`config.mk`:
```
export PLATFORM = sky130hd
export DESIGN_NAME = counter_ctrl
export DESIGN_NICKNAME = d
export VERILOG_FILES = /design/src/rtl/counter_ctrl.sv
export SDC_FILE = /design/constraint.sdc
export NUM_CORES = 1
export LEC_CHECK = 0
export ABC_AREA = 1
export BUFFER_PORTS_ARGS = -buffer_cell sky130_fd_sc_hd__buf_2
export CAP_MARGIN = 15
export CORE_MARGIN = 1
export CORE_UTILIZATION = 40
export CTS_CLUSTER_DIAMETER = 50
export DETAILED_ROUTE_END_ITERATION = 12
export HOLD_SLACK_MARGIN = 0.12
export PLACE_DENSITY = 0.67
export REMOVE_ABC_BUFFERS = 1
export SLEW_MARGIN = 20
export SYNTH_ARGS = -nofsm -noshare
export SYNTH_HDL_FRONTEND = slang
export SYNTH_SLANG_ARGS = --single-unit
```
`constraint.sdc`:
```
create_clock -name clk -period 3.93 [get_ports clk]
set_input_delay 0.393 -clock clk [delete_from_list [all_inputs] [get_ports clk]]
set_output_delay 0.393 -clock clk [all_outputs]
set_load 0.1 [all_outputs]
```
`src/rtl/counter_ctrl.sv`:
```
// Bundling-pass controller: flushes the counter, gates per-core store strobes, waits out
// the counter pipeline, then holds the captured sign until the consumer accepts it.
// Optional STORE watchdog enabled by defining COUNTER_CTRL_TIMEOUT_EN (adds port timeout).
module counter_ctrl #(
  parameter int CORENUM = 16,
  parameter int W       = 30,
  parameter int DRAIN   = 3
) (
  input  logic               clk,
  input  logic               rst,
  input  logic               start,
  input  logic [W-1:0]       num_store,
  input  logic [CORENUM-1:0] core_en,
  input  logic [CORENUM-1:0] core_valid,
  input  logic               sign_bit,
  input  logic               out_ready,
  output logic               flush,
  output logic [CORENUM-1:0] store,
  output logic               core_ack,
  output logic               busy,
  output logic               sign_valid,
  output logic               sign_out,
  output logic               done
`ifdef COUNTER_CTRL_TIMEOUT_EN
  ,
  output logic               timeout
`endif
);

  localparam int DCW = (DRAIN > 1) ? $clog2(DRAIN) : 1;

  typedef enum logic [2:0] {
    S_IDLE,
    S_FLUSH,
    S_STORE,
    S_DRAIN,
    S_OUTPUT
  } state_t;

  state_t             r_state;
  logic [W-1:0]       r_cnt;
  logic [W-1:0]       r_cnt_tgt;
  logic [CORENUM-1:0] r_en;
  logic [DCW-1:0]     r_drain;
  logic               r_sign;
  logic               w_fire;
  logic               w_last;

  // Disabled cores count as always valid, so an all-zero mask fires every STORE cycle.
  assign w_fire = (r_state == S_STORE) && (&(core_valid | ~r_en));
  assign w_last = ((r_cnt + W'(1)) == r_cnt_tgt);

`ifdef COUNTER_CTRL_TIMEOUT_EN
  logic [7:0] r_wd;
  logic       w_timeout;

  assign w_timeout = (r_state == S_STORE) && !w_fire && (r_wd == 8'hFF);
  assign timeout   = w_timeout;
`endif

  always_ff @(posedge clk or posedge rst) begin
    if (rst) begin
      r_state   <= S_IDLE;
      r_cnt     <= '0;
      r_cnt_tgt <= '0;
      r_en      <= '0;
      r_drain   <= '0;
      r_sign    <= 1'b0;
`ifdef COUNTER_CTRL_TIMEOUT_EN
      r_wd      <= '0;
`endif
    end else begin
      case (r_state)
        S_IDLE: begin
          if (start) begin
            r_cnt_tgt <= num_store;
            r_en      <= core_en;
            r_state   <= S_FLUSH;
          end
        end
        S_FLUSH: begin
          r_cnt   <= '0;
          r_drain <= '0;
`ifdef COUNTER_CTRL_TIMEOUT_EN
          r_wd    <= '0;
`endif
          r_state <= (r_cnt_tgt == '0) ? S_DRAIN : S_STORE;
        end
        S_STORE: begin
          if (w_fire) begin
            r_cnt <= r_cnt + W'(1);
`ifdef COUNTER_CTRL_TIMEOUT_EN
            r_wd  <= '0;
`endif
            if (w_last) begin
              r_drain <= '0;
              r_state <= S_DRAIN;
            end
          end
`ifdef COUNTER_CTRL_TIMEOUT_EN
          else if (r_wd == 8'hFF) begin
            r_state <= S_IDLE;
          end else begin
            r_wd <= r_wd + 8'd1;
          end
`endif
        end
        S_DRAIN: begin
          if (r_drain == DCW'(DRAIN - 1)) begin
            r_sign  <= sign_bit;
            r_state <= S_OUTPUT;
          end else begin
            r_drain <= r_drain + DCW'(1);
          end
        end
        S_OUTPUT: begin
          if (out_ready) begin
            r_state <= S_IDLE;
          end
        end
        default: r_state <= S_IDLE;
      endcase
    end
  end

  assign flush      = (r_state == S_FLUSH);
  assign store      = w_fire ? r_en : '0;
  assign core_ack   = w_fire;
  assign busy       = (r_state != S_IDLE);
  assign sign_valid = (r_state == S_OUTPUT);
  assign sign_out   = r_sign;
  assign done       = (r_state == S_OUTPUT) && out_ready;

endmodule

```
# Word-level counts from Yosys, hierarchy flattened
# Cells that the tools add are included.
# totals
inputBits	67
regBits	82
out_inout_bits	22
word_cells	49
# classes
addsub	2
bitwise	2
eq_ne	12
n_reduce_logical	13
muxes	14
# op_table
cell	n
30-bit one-hot mux with 2 select lines	1
30-bit by 1-bit adder with 30-bit output, second input constant	1
30-bit == test	1
30-bit logical NOT	1
30-bit 2-to-1 mux	1
16-bit 2-to-1 mux	1
16-bit NOT	1
16-bit OR	1
16-bit AND reduction	1
3-bit 2-to-1 mux	5
3-bit one-hot mux with 5 select lines	1
2-bit != test, second input constant	6
3-bit by 2-bit == test with 1-bit output, second input constant	2
2-bit 2-to-1 mux	3
2-bit one-hot mux with 3 select lines	1
2-bit AND reduction	3
3-bit nonzero test	2
5-bit AND reduction	1
4-bit AND reduction	1
3-bit by 1-bit == test with 1-bit output, second input constant	1
3-bit == test, second input constant	1
3-bit logical NOT	1
2-bit by 1-bit adder with 2-bit output, second input constant	1
2-bit == test, second input constant	1
3 further kinds	4

# Logic depth before layout (Yosys ltp)
# depth
depth_word	6
depth_mapped	19
ltp_nobuf	19

# Least setup slack after synthesis
# Ideal clock, no wire load.
# synth_path
path_kind	register to register
start	register r_state[2]
end	register r_cnt[13]
path_slack_ns	0.380
t_arrival_ns	3.416
required_time_ns	3.796
stages_incl_launch_ff	7
setup_time_ns	0.134
n_path_buf	2
path_cell_list	dfrtp_1 nor3_1 nor2_1 inv_1 buf_2 buf_2 o22ai_1
# synth_via
word_cells_on_any_way	7
cone_classes	3 x eq/ne; 1 x mux; 3 x reduce/logical
# synth_rtl
element	line	text
start: declaration	40	state_t r_state;
start signal: assignment	87	r_state <= (r_cnt_tgt == '0) ? S_DRAIN : S_STORE;
3-bit by 1-bit == test with 1-bit output *	--	
named net flush	17	output logic flush,
2-bit nonzero test (no source line)	--	
2-bit AND reduction (no source line)	--	
end signal: assignment	91	r_cnt <= r_cnt + W'(1);
end: declaration	41	logic [W-1:0] r_cnt;
# The timed path passes the listed nets; every way through them passes the cells marked *.
# A chain may end at the register's enable or synchronous reset.

# Worst setup path in the final report
# layout_path
start	register r_state[2]
end	output port core_ack
# layout_via
elab_chain_cells	2
# layout_lines
element	line	text
3-bit by 2-bit == test with 1-bit output	50	assign w_fire = (r_state == S_STORE) && (&(core_valid | ~r_en));
1-bit logical AND	50	
end: declaration	19	output logic core_ack,
# No other way between the ends.

==> metrics.txt <==
# TYPE chip_impl_metric gauge
chip_impl_info{name="outcome",value="finished, violations left"} 1
chip_impl_info{name="violations",value="design-rule violations"} 1
chip_impl_metric{name="detailedRoute.firstIterationViolations",unit=""} 256
chip_impl_metric{name="timing.slew.headroom",unit="%"} 37.8
chip_impl_metric{name="avgViaCountPerCell",unit=""} 4.90
chip_impl_metric{name="ios",unit=""} 89
chip_impl_info{name="critPathLaunchType",value="flop"} 1
chip_impl_metric{name="port_buffers",unit=""} 88
chip_impl_metric{name="route.final.wire_length",unit="mm"} 12.5
chip_impl_info{name="synth_top_flop_cell",value="dfrtp_1"} 1
chip_impl_metric{name="cts.reportedPaths.clkPinSlew",unit="ps"} 70
chip_impl_metric{name="grtUsageTotal",unit="%"} 21.8
chip_impl_info{name="holdCritPathClass",value="input pin to async pin"} 1
chip_impl_metric{name="critical_path_at",unit="ps"} 2620
chip_impl_metric{name="grt_start_max_net_pins",unit=""} 89
chip_impl_metric{name="seq_area_frac_synth",unit="%"} 42.1
chip_impl_metric{name="area_growth_syn_to_layout",unit="%"} 18.3
chip_impl_metric{name="routedWlPerCell",unit="um"} 13.3
chip_impl_metric{name="hold_viol_final",unit=""} 0
chip_impl_metric{name="post-route-worst-setup-slack",unit="ps"} 918
chip_impl_metric{name="synth_seq_cells",unit=""} 82
chip_impl_metric{name="gp_congestion",unit=""} 0.859
chip_impl_metric{name="max_freq",unit="MHz"} 332
chip_impl_info{name="critPathKind",value="flop to output pin"} 1
chip_impl_metric{name="placed_wire_length_estimate",unit="mm"} 9.09
chip_impl_info{name="worst_setup_path_end_kind",value="output pin"} 1
chip_impl_metric{name="dieArea",unit="mm2"} 0.0126
chip_impl_metric{name="grt_overflow_total",unit=""} 0
chip_impl_metric{name="start_util",unit="%"} 41.8
chip_impl_info{name="setup_repair_after_global_routing_missed_its_margin",value="no"} 1
chip_impl_metric{name="report.power.total",unit="mW"} 3.13
chip_impl_metric{name="antenna_violating_nets_post_route",unit=""} 0
chip_impl_metric{name="postCtsSetupRepairBufs",unit=""} 0
chip_impl_metric{name="via_count_of_the_first_global_routing_pass",unit=""} 4430
chip_impl_metric{name="syn-instance-count",unit=""} 706
chip_impl_metric{name="ctsHtreeMaxLevel",unit=""} 3
chip_impl_metric{name="drv.max_cap_violation_count",unit=""} 0
chip_impl_metric{name="fin_nets",unit=""} 862
chip_impl_metric{name="cts_buffers",unit=""} 9
chip_impl_metric{name="grt_first_pass_wirelength",unit="mm"} 21.4
chip_impl_metric{name="cts.hold.buffers_added",unit=""} 0
chip_impl_metric{name="p_leak",unit="nW"} 2.96
chip_impl_metric{name="power.density_cell_area",unit="mW/mm2"} 542
chip_impl_metric{name="place_worst_setup_slack",unit="ps"} 1310
chip_impl_metric{name="ctsResizeCount",unit=""} 0
chip_impl_metric{name="timing.final.max_slew_violations",unit=""} 0
chip_impl_metric{name="timing.final.crit_share",unit="%"} 76.6
chip_impl_metric{name="first_pass_iters",unit=""} 9
chip_impl_metric{name="fin_skew",unit="ps"} 8.98
chip_impl_metric{name="finish.instance_area",unit="mm2"} 0.00576
chip_impl_metric{name="syn_avg_cell_area",unit="um2"} 6.90
chip_impl_metric{name="number_of_enable_type_register_cells_in_the_synthesized_netlist",unit=""} 0
chip_impl_metric{name="dieWidth",unit="um"} 112
chip_impl_metric{name="vias",unit=""} 4609
chip_impl_metric{name="die_y",unit="um"} 112
chip_impl_metric{name="placed_cell_area",unit="mm2"} 0.00547
chip_impl_metric{name="critical_path.max_fanout",unit=""} 18
chip_impl_metric{name="cp.required",unit="ps"} 3540
chip_impl_metric{name="worst-slew-pin-transition",unit="ps"} 933
chip_impl_metric{name="synth_async_sr_flop_share",unit="%"} 100
chip_impl_metric{name="floorplan_core_area",unit="mm2"} 0.0117
chip_impl_metric{name="share_of_cells_above_drive_strength_1",unit="%"} 17.2
chip_impl_metric{name="synth_cell_area",unit="mm2"} 0.00487
chip_impl_metric{name="period_minus_slack",unit="ps"} 3010
chip_impl_metric{name="yosys_warnings",unit=""} 0
chip_impl_metric{name="detail_route.drc_violations",unit=""} 1
chip_impl_metric{name="synth.lib_cells_used.distinct",unit=""} 29
chip_impl_metric{name="number_of_clock_sinks",unit=""} 82
chip_impl_metric{name="insertion_delay",unit="ps"} 350
chip_impl_metric{name="totalNegativeSetupSlack",unit="ps"} 0
chip_impl_metric{name="ctsLongestPathBuffers",unit=""} 2
chip_impl_metric{name="diodes",unit=""} 0
chip_impl_info{name="cts_tree",value="done"} 1
chip_impl_metric{name="initial_antenna_violation_count",unit=""} 0
chip_impl_info{name="root_buffer",value="clkbuf_16"} 1
chip_impl_metric{name="finalSetupViolations",unit=""} 0
chip_impl_metric{name="peakVddDrop",unit="V"} 0.000522
chip_impl_metric{name="rows",unit=""} 39
placed cells by master, fill, tap and decap left out, types with 3 or more instances in the layout:
cell type and n:
a21oi_1 44, buf_2 88, buf_4 4, clkbuf_16 9
clkinv_4 3, dfrtp_1 82, inv_1 107, mux2_2 5
nand2_1 181, nand2_2 6, nand3_1 59, nand3b_1 3
nand4_1 11, nor2_1 110, nor2_2 7, nor2_4 4
nor3_1 6, nor4_1 3, o21ai_0 20, o22ai_1 19
xor2_1 8
worst max-delay path, cell delays in order, from the launching register on:
cell	delay [ps]
dfrtp_1	430
nor3_1	510
nand2_1	540
clkinv_1	120
buf_4	210
buf_2	450
routing by layer:
| layer | track usage (%) | vias up | share of wire (%) |
|---|---|---|---|
| met1 | 29.1 | 2045 | 47 |
| met5 | 0 | - | 0 |
| met3 | 5.89 | 13 | 7.0 |
| li1 | - | 2405 | - |
| met2 | 35.2 | 146 | 45 |
| met4 | 5.60 | 0 | 1.1 |
area by class of cell:
class                   instances  area (um2)
clock buffers                  11         253
clock inverters                 5        38.8
multi-input cells             497        2350
repair buffers                 92         470
inverters                     111         419
well taps                     143         179
flip-flops and latches         82        2050
fillers                      1186        5900
cell usage after synthesis, types with 3 or more instances:
cell type  number  area, um2
nand2_1       181        679
nor2_1        110        413
inv_1         108        405
dfrtp_1        82       2050
nand3_1        60        300
a21oi_1        44        220
o21ai_0        20        100
o22ai_1        19        119
clkbuf_1       11       41.3
nand4_1        11       68.8
xor2_1          8       70.1
nor2_2          7       43.8
nand2_2         6       37.5
nor3_1          6       30.0
mux2_2          5       56.3
nor2_4          4       45.0
buf_1           3       11.3
nand3b_1        3       22.5
nor4_1          3       18.8
worst paths after layout:
| check | startpoint | endpoint | slack (ps) | cells after the start |
|---|---|---|---|---|
| hold / removal | rst | r_en[9] | 170 | 2 |
| hold reg to reg | r_drain[1] | r_drain[1] | 480 | 2 |
| min in group clk | num_store[0] | r_cnt_tgt[0] | 270 | 2 |
| max in group asynchronous | rst | r_cnt_tgt[23] | 2930 | 3 |
| setup reg to reg | r_state[2] | r_cnt[7] | 1280 | 8 |
| setup / recovery | r_state[2] | core_ack | 920 | 5 |
registers in the layout, indices dropped and copies added, names as in the netlist:
register,cells
r_cnt,30
r_cnt_tgt,30
r_drain,2
r_en,16
r_state,3
sign_out,1
power breakdown:
part / total (mW) / internal, mW / switching, mW
combinational: 1.06 / 0.343 / 0.715
clock: 0.825 / 0.465 / 0.361
sequential: 1.24 / 1.10 / 0.147
kinds of logic (layout without fill, tap and decap cells):
kind of cell               after synthesis  count (layout)  share of synthesized area [%]
AOI/OAI and AO/OA                       85              85                           9.22
xor gates and xnor gates                11              11                           2.54
adders and majority gates                2               2                          0.514
buffers and inverters                  127             219                           9.84
DFF                                     82              82                           42.1
muxes                                    5               5                           1.16
and+or+nand+nor                        394             394                           34.6
metrics by stage:
stage | util [%] | hold slack (ps) | std cells
after detailed placement | 46.9 | 470 | 925
after floorplan | - | 445 | 690
after CTS | 49.4 | 259 | 941
after global placement | 46.9 | 465 | 925
final | 49.4 | 168 | 941
after global routing | 49.4 | 240 | 941
No activity file was read; power rests on OpenSTA's default activity.
